$ cat src/rtl/ofd_uart_top.sv
// 8N1 UART: independent receiver and transmitter in one clock domain.
// Optional build macro OFD_UART_ECHO_EN: retransmit every valid received byte.
module ofd_uart_top #(
   parameter int CLK_FREQ = 100000000,
   parameter int BAUDRATE = 115200
) (
   input  logic       clk,
   input  logic       reset,
   input  logic [7:0] data_in,
   output logic [7:0] data_out,
   output logic       tx,
   input  logic       rx,
   input  logic       trig_start
);

   localparam int BIT_CYCLES = CLK_FREQ / BAUDRATE;
   localparam int CNT_W      = (BIT_CYCLES > 1) ? $clog2(BIT_CYCLES) : 1;

   localparam logic [CNT_W-1:0] CNT_ZERO = {CNT_W{1'b0}};
   localparam logic [CNT_W-1:0] CNT_ONE  = CNT_W'(1);
   localparam logic [CNT_W-1:0] CNT_LAST = CNT_W'(BIT_CYCLES - 1);
   localparam logic [CNT_W-1:0] CNT_HALF = CNT_W'(BIT_CYCLES / 2 - 1);

   typedef enum logic [1:0] {
      ST_IDLE  = 2'd0,
      ST_START = 2'd1,
      ST_DATA  = 2'd2,
      ST_STOP  = 2'd3
   } state_e;

   logic             rx_meta_q;
   logic             rx_sync_q;
   state_e           rx_state_q;
   logic [CNT_W-1:0] rx_cnt_q;
   logic [2:0]       rx_bit_q;
   logic [7:0]       rx_shift_q;
   logic [7:0]       data_out_q;

   state_e           tx_state_q;
   logic [CNT_W-1:0] tx_cnt_q;
   logic [2:0]       tx_bit_q;
   logic [7:0]       tx_shift_q;
   logic             tx_q;

   logic             rx_stop_ok_s;
   logic             tx_load_s;
   logic [7:0]       tx_load_data_s;

   assign rx_stop_ok_s = (rx_state_q == ST_STOP) && (rx_cnt_q == CNT_LAST) && rx_sync_q;

   // Two-flop synchroniser for the asynchronous rx pin, idles high.
   always_ff @(posedge clk) begin
      if (reset) begin
         rx_meta_q <= 1'b1;
         rx_sync_q <= 1'b1;
      end else begin
         rx_meta_q <= rx;
         rx_sync_q <= rx_meta_q;
      end
   end

   // Receiver FSM: half-bit start qualification, then mid-bit sampling.
   always_ff @(posedge clk) begin
      if (reset) begin
         rx_state_q <= ST_IDLE;
         rx_cnt_q   <= CNT_ZERO;
         rx_bit_q   <= 3'd0;
         rx_shift_q <= 8'h00;
         data_out_q <= 8'h00;
      end else begin
         case (rx_state_q)
            ST_IDLE: begin
               rx_cnt_q <= CNT_ZERO;
               if (!rx_sync_q) begin
                  rx_state_q <= ST_START;
               end
            end
            ST_START: begin
               if (rx_cnt_q == CNT_HALF) begin
                  rx_cnt_q   <= CNT_ZERO;
                  rx_bit_q   <= 3'd0;
                  rx_state_q <= rx_sync_q ? ST_IDLE : ST_DATA;
               end else begin
                  rx_cnt_q <= rx_cnt_q + CNT_ONE;
               end
            end
            ST_DATA: begin
               if (rx_cnt_q == CNT_LAST) begin
                  rx_cnt_q             <= CNT_ZERO;
                  rx_shift_q[rx_bit_q] <= rx_sync_q;
                  if (rx_bit_q == 3'd7) begin
                     rx_state_q <= ST_STOP;
                  end else begin
                     rx_bit_q <= rx_bit_q + 3'd1;
                  end
               end else begin
                  rx_cnt_q <= rx_cnt_q + CNT_ONE;
               end
            end
            ST_STOP: begin
               // Framing errors (stop bit low) leave the last good byte in place.
               if (rx_cnt_q == CNT_LAST) begin
                  rx_cnt_q   <= CNT_ZERO;
                  rx_state_q <= ST_IDLE;
                  if (rx_sync_q) begin
                     data_out_q <= rx_shift_q;
                  end
               end else begin
                  rx_cnt_q <= rx_cnt_q + CNT_ONE;
               end
            end
            default: begin
               rx_state_q <= ST_IDLE;
               rx_cnt_q   <= CNT_ZERO;
            end
         endcase
      end
   end

`ifdef OFD_UART_ECHO_EN
   logic [7:0] echo_q;
   logic       echo_pend_q;
   logic       echo_take_s;

   // Transmit source select: a direct request wins over a pending echo.
   always_comb begin
      tx_load_s      = 1'b0;
      tx_load_data_s = data_in;
      echo_take_s    = 1'b0;
      if (tx_state_q == ST_IDLE) begin
         if (trig_start) begin
            tx_load_s      = 1'b1;
            tx_load_data_s = data_in;
         end else if (echo_pend_q) begin
            tx_load_s      = 1'b1;
            tx_load_data_s = echo_q;
            echo_take_s    = 1'b1;
         end else begin
            tx_load_s = 1'b0;
         end
      end else begin
         tx_load_s = 1'b0;
      end
   end

   // One-byte echo buffer; a newly received byte overwrites a pending one.
   always_ff @(posedge clk) begin
      if (reset) begin
         echo_q      <= 8'h00;
         echo_pend_q <= 1'b0;
      end else if (rx_stop_ok_s) begin
         echo_q      <= rx_shift_q;
         echo_pend_q <= 1'b1;
      end else if (echo_take_s) begin
         echo_pend_q <= 1'b0;
      end else begin
         echo_pend_q <= echo_pend_q;
      end
   end
`else
   // Transmit source select: only the external request can start a frame.
   always_comb begin
      tx_load_s      = 1'b0;
      tx_load_data_s = data_in;
      if ((tx_state_q == ST_IDLE) && trig_start) begin
         tx_load_s = 1'b1;
      end else begin
         tx_load_s = 1'b0;
      end
   end
`endif

   // Transmitter FSM with registered line output; shift register drains LSB first.
   always_ff @(posedge clk) begin
      if (reset) begin
         tx_state_q <= ST_IDLE;
         tx_cnt_q   <= CNT_ZERO;
         tx_bit_q   <= 3'd0;
         tx_shift_q <= 8'h00;
         tx_q       <= 1'b1;
      end else begin
         case (tx_state_q)
            ST_IDLE: begin
               tx_cnt_q <= CNT_ZERO;
               tx_q     <= 1'b1;
               if (tx_load_s) begin
                  tx_shift_q <= tx_load_data_s;
                  tx_q       <= 1'b0;
                  tx_state_q <= ST_START;
               end
            end
            ST_START: begin
               if (tx_cnt_q == CNT_LAST) begin
                  tx_cnt_q   <= CNT_ZERO;
                  tx_bit_q   <= 3'd0;
                  tx_q       <= tx_shift_q[0];
                  tx_state_q <= ST_DATA;
               end else begin
                  tx_cnt_q <= tx_cnt_q + CNT_ONE;
               end
            end
            ST_DATA: begin
               if (tx_cnt_q == CNT_LAST) begin
                  tx_cnt_q <= CNT_ZERO;
                  if (tx_bit_q == 3'd7) begin
                     tx_q       <= 1'b1;
                     tx_state_q <= ST_STOP;
                  end else begin
                     tx_bit_q   <= tx_bit_q + 3'd1;
                     tx_shift_q <= {1'b0, tx_shift_q[7:1]};
                     tx_q       <= tx_shift_q[1];
                  end
               end else begin
                  tx_cnt_q <= tx_cnt_q + CNT_ONE;
               end
            end
            ST_STOP: begin
               if (tx_cnt_q == CNT_LAST) begin
                  tx_cnt_q   <= CNT_ZERO;
                  tx_state_q <= ST_IDLE;
               end else begin
                  tx_cnt_q <= tx_cnt_q + CNT_ONE;
               end
            end
            default: begin
               tx_state_q <= ST_IDLE;
               tx_cnt_q   <= CNT_ZERO;
               tx_q       <= 1'b1;
            end
         endcase
      end
   end

   assign data_out = data_out_q;
   assign tx       = tx_q;

endmodule

$ cat config.mk
export PLATFORM = sky130hd
export DESIGN_NAME = ofd_uart_top
export DESIGN_NICKNAME = d
export VERILOG_FILES = /design/src/rtl/ofd_uart_top.sv
export SDC_FILE = /design/constraint.sdc
export NUM_CORES = 1
export LEC_CHECK = 0
export BUFFER_PORTS_ARGS = -buffer_cell sky130_fd_sc_hd__buf_4
export CORE_UTILIZATION = 40
export CTS_CLUSTER_DIAMETER = 120
export CTS_CLUSTER_SIZE = 28
export DETAILED_ROUTE_END_ITERATION = 10
export SLEW_MARGIN = 20
export SYNTH_ARGS = -nofsm -noshare
export SYNTH_HDL_FRONTEND = slang
export SYNTH_SLANG_ARGS = --single-unit
$ cat constraint.sdc
create_clock -name clk -period 2.4 [get_ports clk]
set_clock_uncertainty 0.05 [all_clocks]
set_input_delay 0.12 -clock clk [delete_from_list [all_inputs] [get_ports clk]]
set_output_delay 0.12 -clock clk [all_outputs]
set_load 0.05 [all_outputs]
Word level (Yosys, flattened, before mapping)
Cells that the tools add are included.
- output and inout bits: 9
- flip-flop bits (word level): 57
- logic and storage cells: 98
- add/sub/neg operators: 4
- mux-type cells: 39
- $lt $le $gt $ge: 2
- reduce and logical (&&, ||, !) cells: 18
- equality and inequality tests: 23
- operators by type and width (kind ; count):
    $mux 10 ; 3
    $pmux 10 s3 ; 1
    $mux 8 ; 3
    $mux 2 ; 11
    $ne 2x2->1 const B ; 11
    $add 10x1->10 const B ; 2
    $eq 10x10->1 const B ; 2
    $pmux 10 s2 ; 1
    $mux 3 ; 6
    $pmux 2 s4 ; 2
    $pmux 8 s2 ; 1
    $pmux 3 s2 ; 2
    $reduce_and 4->1 ; 3
    $eq 10x9->1 const B ; 1
    $reduce_and 5->1 ; 2
    $bwmux 8 ; 1
    $eq 2x2->1 const B ; 4
    $add 3x1->3 const B ; 2
    $eq 3x3->1 const B ; 2
    $mux 1 ; 6
    $reduce_and 3->1 ; 2
    $reduce_bool 2->1 ; 3
    $eq 2x1->1 const B ; 2
    $logic_not 2->1 ; 2
    10 further kinds ; 11

Depth between registers and ports, before layout
- depth after elaboration: 5
- mapped depth: 8

Worst setup path after synthesis
No wires, ideal clock.
- path kind: reg-to-reg
- from: register tx_cnt_q[0]
- to: register tx_state_q[0]
- path slack: 0.364 ns
- library setup time: 0.116 ns
- required time: 2.234 ns
- arrival time: 1.870 ns
- clock period less this slack: 2.036 ns
- cell stages (with the launch flop): 7
- cell sequence: dfxtp_1 -> ha_1 -> or3b_1 -> or3_1 -> clkbuf_1 -> a2111o_1 -> o211a_1
- cells in the longest elaborated chain, start to end: 3
- elaborated cells on any way between the ends: 5
- RTL lines (what ; RTL line ; text):
    from (decl) ; 40 ; logic [CNT_W-1:0] tx_cnt_q;
    from (signal assigned) ; 199 ; tx_cnt_q <= tx_cnt_q + CNT_ONE;
    from (signal assigned) ; 214 ; tx_cnt_q <= tx_cnt_q + CNT_ONE;
    from (signal assigned) ; 222 ; tx_cnt_q <= tx_cnt_q + CNT_ONE;
    $eq 10x10->1 * ; 193, 203, 218 ;
    $ne 2x2->1 (no line) ; - ;
    $reduce_and 5->1 (no line) * ; - ;
    to (signal assigned) ; 197 ; tx_state_q <= ST_DATA;
    to (signal assigned) ; 207 ; tx_state_q <= ST_STOP;
    to (signal assigned) ; 220 ; tx_state_q <= ST_IDLE;
    to (decl) ; 39 ; state_e tx_state_q;
Every way passes the cells marked *; elsewhere a longest branch is shown, timed or not.
A chain may end at the register's enable or synchronous reset.

Worst setup path after layout
Ends and elaborated chain as after synthesis.

==> impl_metrics.csv <==
group,metric,value,unit
final_layout,seqCellArea,1140,um^2
hold_path,min_path_type,"primary input to register",
clocking,cts_tree,"yes",
drt,viasPerCell,5.24,
grt,antenna_found_initial,0,
sta,hold_viol_final,0,
die,die_y,84.4,um
final_layout,syn2layout_area_growth,15.3,%
logic_synthesis,synth_edf_count,0,
clocking,cts_resized,0,
grt,grt_pass1_wl,8660,um
placement,pre_cts_slack,0.294,ns
placement,dp_hpwl,3360,um
final_layout,fill_cells,630,
logic_synthesis,synthFlopType,"dfxtp_1",
pwr,leakagePower,1.17,nW
pwr,vdd_drop_max,323,uV
clocking,cts_hold_buffers,1,
final_layout,fin_nets,340,
critical_path,crit_type,"register to register",
run_status,status,"finished, final reports clean",
logic_synthesis,synthArstFlopShare,0,%
drt,wire_per_inst,12.7,um
logic_synthesis,yosysWarnings,0,
logic_synthesis,synth_top_cell_area_share,42.0,%
drt,wirelength,5050,um
critical_path,cp_data_required_time,2.58,ns
logic_synthesis,synth_commonest_cells,"57 x dfxtp_1, 37 x nor2_1, 28 x mux2i_1",
sta,period_needed,2.10,ns
drt,postRouteAntennaNets,0,
drt,drcViolationCount,0,
drt,dr.first_iter.drc_count,67,
sta,setup_ws,0.300,ns
sta,slew_headroom,74.8,%
clocking,cts_buffers,9,
logic_synthesis,syn_inst,291,
die,core.rowCount,29,
logic_synthesis,syn_area,2720,um^2
grt,overflow,0,
job,cap_violations,0,
clocking,cts.sinks,57,
die,initial_core_util,42.1,%
die,die_w,84.4,um
clocking,cts_max_level,3,
logic_synthesis,ys_types,46,
placement,port_buffers,20,
placement,gp_congestion,0.727,
logic_synthesis,syn_area_per_cell,9.34,um^2
logic_synthesis,post-synth-top-area-cell,"dfxtp_1",
critical_path,cp.arrival,2.28,ns
pwr,power_per_cell_area,729,nW/um^2
sta,post-route-period-util,87.5,%
grt,grt_max_degree,31,
sta,max_freq,476,MHz
critical_path,crit_path_end_kind,"register",
sta,fin_setup_tns,0,ns
final_layout,multi_input_area,1490,um^2
clocking,clkLatencyLatePin,0.33,ns
die,pin_count,21,
final_layout,drive_gt1_share,15.6,%
logic_synthesis,synth-seq-cells,57,
drt,dr.pass1.iters,4,
sta,rsz0062_at_grt,"no",
logic_synthesis,syn_nets,315,
logic_synthesis,yosys-top-cells-area,"dfxtp_1 42%, mux2i_1 10%, ha_1 5.5%",
final_layout,diodes,0,
clocking,cts_root_buf,"clkbuf_8",
sta,report.final.slew_viol_count,0,
clocking,cts_buffer_depth,2,
critical_path,startpoint_type,"register",
drt,num_vias,2086,
sta,finalHoldWorstSlack,0.0810,ns
grt,grt_pass1_vias,1971,
critical_path,crit_fanout,9,
die,core,6460,um^2
logic_synthesis,yosysSeqAreaShare,42.0,%
sta,finalSetupViolCount,0,
logic_synthesis,yosysMostFrequentCell,"dfxtp_1",
clocking,clk_pin_slew,0.06,ns
grt,track_usage,15.4,%
clocking,post_cts_buffers,0,
die,die_area,7130,um^2
sta,tightest_slew,0.378,ns
## flip-flops by register name, indices dropped and copies added, names as in the netlist, 2 cells and up, named ones only
register	flops
rx_shift_q	8
data_out	8
rx_bit_q	3
tx_bit_q	3
tx_state_q	2
tx_cnt_q	10
tx_shift_q	8
rx_cnt_q	10
## power breakdown
group / switching [W] / internal (W) / total, W / leakage [nW]
clock: 0.000355 / 0.000426 / 0.000781 / 0.0932
sequential: 0.0000491 / 0.00102 / 0.00107 / 0.462
combinational: 0.000244 / 0.000185 / 0.000430 / 0.616
total: 0.000649 / 0.00163 / 0.00228 / 1.17
## worst max-delay path, stage by stage (launching register included)
cell and delay (ns):
dfxtp_1 0.36, ha_1 0.20, or3b_1 0.40, or3_1 0.45, a2111o_1 0.41, o211a_1 0.12
## area by class of cell
class / instances / area share (%)
Sequential cell: 57 / 36.4
Clock buffer: 13 / 5.07
Clock inverter: 3 / 0.479
Tap cell: 77 / 3.08
Inverter: 7 / 0.839
Timing Repair Buffer: 27 / 6.55
Multi-Input combinational cell: 214 / 47.6
## cells by family (layout without fill, tap and decap cells)
kind of cell	count (synthesis)	after routing	share of synthesized area, %
buffers and inverters	20	50	3.18
AO/OA/AOI/OAI	37	37	9.99
multiplexers	29	29	10.7
flip-flops	57	57	42.0
AND/OR/NAND/NOR	120	120	23.4
adder cells (fa/ha/maj)	12	12	5.52
XOR/XNOR	16	16	5.16
## metrics by stage
step	std cells	cell area (um^2)	utilization [%]	total power, W
global placement	381	2950	45.7	0.00151
CTS	398	3130	48.5	0.00232
finish	398	3130	48.5	0.00228
detailed placement	381	2950	45.7	0.00152
global route	398	3130	48.5	0.00242
floorplan	291	2720	-	0.00141
## path summary, 6_finish.rpt
| path | startpoint | to | slack [ns] | depth (start not counted) |
|---|---|---|---|---|
| worst max-delay path | tx_cnt_q[0] | tx_state_q[0] | 0.30 | 5 |
| worst min-delay path | data_in[7] | tx_shift_q[7] | 0.08 | 3 |
| worst max register to register | tx_cnt_q[0] | tx_state_q[0] | 0.30 | 5 |
| worst min register to register | rx_meta_q | rx_sync_q | 0.36 | 1 |
## layer usage
metal	vias to the layer above	global-route usage, %	wire length [um]
met2	27	25.0	2290
met5	-	0	0
li1	1088	-	-
met4	0	8.63	103
met3	11	4.52	159
met1	960	18.4	2500
## placed cells by master, fill, tap and decap left out, types with 2 or more instances in the layout
cell / instances
xor2_1: 8
nor3_1: 5
or3b_1: 2
buf_4: 26
nor3b_1: 2
nand4bb_1: 3
nor2b_1: 3
nand3b_1: 3
or3_1: 3
or2_2: 3
a21oi_1: 12
inv_1: 6
nand3_1: 12
a311oi_1: 9
nand2_1: 25
and3_1: 2
nand4b_1: 4
dfxtp_1: 57
ha_1: 12
nor2_1: 37
o21ai_0: 8
mux2i_1: 28
clkbuf_8: 11
clkinv_2: 3
nand2b_1: 2
nand4_1: 6
xnor2_1: 8
clkbuf_1: 2
No activity file was read; power rests on OpenSTA's default activity.
